--- config.mk ---
export PLATFORM = sky130hd
export DESIGN_NAME = seq_multiplier
export DESIGN_NICKNAME = d
export VERILOG_FILES = /design/src/rtl/seq_multiplier.sv
export SDC_FILE = /design/constraint.sdc
export NUM_CORES = 1
export LEC_CHECK = 0
export CAP_MARGIN = 20
export CORE_MARGIN = 8
export CORE_UTILIZATION = 47
export CTS_BUF_LIST = sky130_fd_sc_hd__clkbuf_4 sky130_fd_sc_hd__clkbuf_8
export DETAILED_ROUTE_END_ITERATION = 10
export HOLD_SLACK_MARGIN = 0.05
export PLACE_DENSITY = 0.77
export SETUP_SLACK_MARGIN = 0.05
export SYNTH_ARGS = -nofsm -noshare
export SYNTH_HDL_FRONTEND = slang
export SYNTH_SLANG_ARGS = --single-unit
--- constraint.sdc ---
create_clock -name clk -period 4.1 [get_ports clk]
set_input_delay 0.41 -clock clk [delete_from_list [all_inputs] [get_ports clk]]
set_output_delay 0.41 -clock clk [all_outputs]
set_load 0.01 [all_outputs]
--- src/rtl/seq_multiplier.sv ---
// Sequential shift-and-add unsigned multiplier: N iterations per product, with a registered 2N-bit result.
// Optional macro MUL_EARLY_TERM_EN: BUSY also stops as soon as the remaining multiplier bits are all zero.
module seq_multiplier #(
  parameter int N = 16
) (
  input  logic         clk,
  input  logic         rstn,
  input  logic         req,
  input  logic [N-1:0] Multiplicand,
  input  logic [N-1:0] Multiplier,
  output logic [N-1:0] P,
  output logic [N-1:0] Phi,
  output logic         ready,
  output logic         exception
);

  typedef enum logic [1:0] {IDLE, BUSY, DONE} state_t;

  localparam int CW = $clog2(N) + 1;
  localparam logic [CW-1:0] LAST = CW'(N - 1);

  state_t         state;
  state_t         state_next;
  logic [2*N-1:0] mcand;
  logic [2*N-1:0] acc;
  logic [2*N-1:0] acc_sum;
  logic [N-1:0]   mplier;
  logic [CW-1:0]  cnt;
  logic           zero_op;
  logic           last_iter;

  always_comb begin
    acc_sum = mplier[0] ? (acc + mcand) : acc;
    zero_op = (Multiplicand == '0) || (Multiplier == '0);
`ifdef MUL_EARLY_TERM_EN
    last_iter = (cnt == LAST) || ((mplier >> 1) == '0);
`else
    last_iter = (cnt == LAST);
`endif
  end

  always_comb begin
    state_next = state;
    case (state)
      IDLE: if (req) state_next = zero_op ? DONE : BUSY;
      BUSY: if (last_iter) state_next = DONE;
      DONE: state_next = IDLE;
      default: state_next = IDLE;
    endcase
  end

  always_ff @(posedge clk) begin
    if (!rstn) state <= IDLE;
    else       state <= state_next;
  end

  // The result is captured from the final iteration's sum, so DONE shows it immediately.
  always_ff @(posedge clk) begin
    if (!rstn) begin
      mcand     <= '0;
      mplier    <= '0;
      acc       <= '0;
      cnt       <= '0;
      P         <= '0;
      Phi       <= '0;
      ready     <= 1'b0;
      exception <= 1'b0;
    end else begin
      ready <= 1'b0;
      case (state)
        IDLE: begin
          if (req) begin
            mcand  <= {{N{1'b0}}, Multiplicand};
            mplier <= Multiplier;
            acc    <= '0;
            cnt    <= '0;
            if (zero_op) begin
              P         <= '0;
              Phi       <= '0;
              exception <= 1'b0;
              ready     <= 1'b1;
            end
          end
        end
        BUSY: begin
          acc    <= acc_sum;
          mcand  <= mcand << 1;
          mplier <= mplier >> 1;
          cnt    <= cnt + 1'b1;
          if (last_iter) begin
            P         <= acc_sum[N-1:0];
            Phi       <= acc_sum[2*N-1:N];
            exception <= |acc_sum[2*N-1:N];
            ready     <= 1'b1;
          end
        end
        default: ;
      endcase
    end
  end

endmodule

==> metrics.yaml <==
status: "complete, no violations"
regToRegSetupSlack_ns: 0.81
yosysTopAreaCell: "dfxtp_1"
tightest_slew_ns: 1.09
timing_worst_setup_path_type: "register to register"
synth-edff-count: 0
root_buffer: "clkbuf_8"
reg2reg_from: "mcand[0]"
dieHeight_um: 137
synthCells: 892
gp_congestion: 0.970
ys_ff_latch: 121
grt_first_pass_wirelength_um: 30800
antenna_cells: 0
synth_nets: 961
setup_violations: 0
synthFlopType: "dfxtp_1"
initial_core_util_pct: 47.8
layout-drive-gt1-share_pct: 6.72
grt_max_degree: 69
place_area_mm2: 0.00763
cts_tree: "built"
rsz0062_at_grt: "no"
drt-pass1-iter-count: 5
fill_cells: 1363
timing.rr.end: "exception"
netlist_area_mm2: 0.00690
min_period_ns: 3.29
grt.total_usage_pct: 20.4
antenna_found_initial: 0
route.vias.total: 6523
yosys_warnings: 0
crit_top_cell: "nand3_1"
path_buf_inv: 0
total_power_mw: 2.61
clk_latency_ns: 0.45
ir_drop_v: 0.000295
clk_pin_slew_worst_paths_ns: 0.08
ioPinCount: 69
pwr_density_cell_mw_per_mm2: 325
final_cell_area_mm2: 0.00803
drv_slew: 0
clock-sinks: 121
required_ns: 4.43
nets: 994
dp_hpwl_um: 13400
place_inst: 1090
synth_async_sr_flop_share_pct: 0
ys_top_cells_by_area: "dfxtp_1, nor2_1, a21oi_1, ha_1, nand2_1"
seq_area_mm2: 0.00242
cap_viol_max_count: 0
cts_max_level: 4
layout_common_cells: "nor2_1, dfxtp_1, nand2_1"
worstHoldStart: "Phi[0]"
final_hold_viol_count: 0
fin_cells: 1121
grt_pass1_vias: 6155
crit_chain: "ha_1 > fa_1 > a21oi_1 > o211ai_1 > nand3_1 > nand3_1 > xor2_1 > mux2i_1 > nand4bb_1 > nor4_2 > nand4_1 > o311a_1"
path_delay_family: "simple AND/OR/NAND/NOR gates"
min_path_cells: 2
synth.distinct_cells: 67
drt_iter0_drc: 515
post_cts_resized: 0
min_to: "Phi[0]"
cp.arrival_ns: 3.63
die_w_um: 137
max_freq_ghz: 0.304
post_drt_wl_per_cell_um: 16.8
gr-total-overflow: 0
critPathLaunchType: "register"
drtAntennaViolNets: 0
rr_worst_depth: 12
power.static_leakage_nw: 3.07
avgViaCountPerCell: 5.82
synth_top_cell_area_share_pct: 35.1
cp_slowest_cell: "fa_1"
floorplan.core_area_mm2: 0.0144
fin_skew_ns: 0.0129
io_buffers: 68
cts_buffers: 17
cts_setup_buffers: 0
ys_seq_area_share_pct: 35.1
hp-class: "register to register"
area_growth_syn_to_layout_pct: 16.4
fin_tns_setup_ns: 0
cp-end-kind: "register"
clk_path_buf_depth: 2
rows: 44
die_area_mm2: 0.0188
min_period_over_period_pct: 80.3
routed_wl_um: 18900
slew_headroom_pct: 27.3
max_stage_delay_ns: 0.42
avgSynthCellArea_um2: 7.73
multi_input_area_mm2: 0.00417
final_common_cell: "nor2_1"
cp_max_fo: 4
drc: 0
cts-hold-fix-buffers: 0
[power breakdown]
group	leakage [nW]	total (mW)	internal [mW]	switching, mW
sequential	0.983	1.23	1.21	0.0238
combinational	1.88	0.286	0.111	0.175
clock	0.206	1.10	0.609	0.487
total	3.07	2.61	1.93	0.685
[cells by family after synthesis]
group / Yosys count / synth area share, %
compound gates: 235 / 22.8
xor+xnor: 27 / 3.43
fa+ha+maj: 34 / 6.28
buf+inv: 76 / 4.68
flops: 121 / 35.1
mux: 32 / 4.74
simple gates: 367 / 22.9
[cell type report]
class	count	share of cell area, %
Clock buffer	19	3.10
Clock inverter	12	1.90
Inverter	15	0.717
Multi-Input combinational cell	695	51.9
Sequential cell	121	30.2
Tap cell	184	2.87
Timing Repair Buffer	75	9.29
[cells in the mapped netlist, drive strengths merged (3+ instances only)]
cell type	count
nand3	17
and3	3
a31oi	7
o21bai	5
o211ai	4
nor3	22
nor2	167
nor2b	6
nor4	11
o31ai	5
a22oi	25
nand4	11
a21oi	95
mux2	5
a21boi	4
and2	4
mux2i	27
a211oi	5
xor2	5
ha	33
a311oi	31
nand2	108
or3	6
o21ai	28
xnor2	22
buf	13
inv	13
clkbuf	48
a21o	8
dfxtp	121
[stage by stage]
stage               util, %  hold slack [ns]  setup WS, ns
global placement       52.9            0.444         0.856
floorplan                 -            0.451          1.29
finish                 55.7            0.461         0.806
CTS                    55.7            0.465         0.878
global route           55.7            0.475         0.630
detailed placement     52.9            0.454         0.898
[metal layers]
layer,global-route usage [%],wire length [um]
met1,25.8,8260
met3,5.65,1400
met5,0,0
met2,32.5,8790
met4,7.54,418
[worst register-to-register path, stage by stage, from the launching register on]
cell	delay (ns)
dfxtp_1	0.34
ha_1	0.23
fa_1	0.42
a21oi_1	0.25
o211ai_1	0.21
nand3_1	0.21
nand3_1	0.13
xor2_1	0.16
mux2i_1	0.30
nand4bb_1	0.16
nor4_2	0.27
nand4_1	0.14
o311a_1	0.35
[worst max path at each step]
stage	startpoint	endpoint	slack, ns	cells past startpoint
2_1_floorplan	mcand[0]	exception	1.29	12
3_3_place_gp	acc[11]	exception	0.86	11
3_5_place_dp	mcand[0]	exception	0.90	12
4_1_cts	mcand[0]	exception	0.88	12
5_1_grt	acc[20]	exception	0.63	11
6_report	mcand[0]	exception	0.81	12
[flip-flops by register name, summed over array words and instances, names as in the netlist]
register	cells
P	16
Phi	16
acc	32
cnt	5
exception	1
mcand	32
mplier	16
ready	1
state	2
Note: power is estimated with default switching activity, not from simulation.
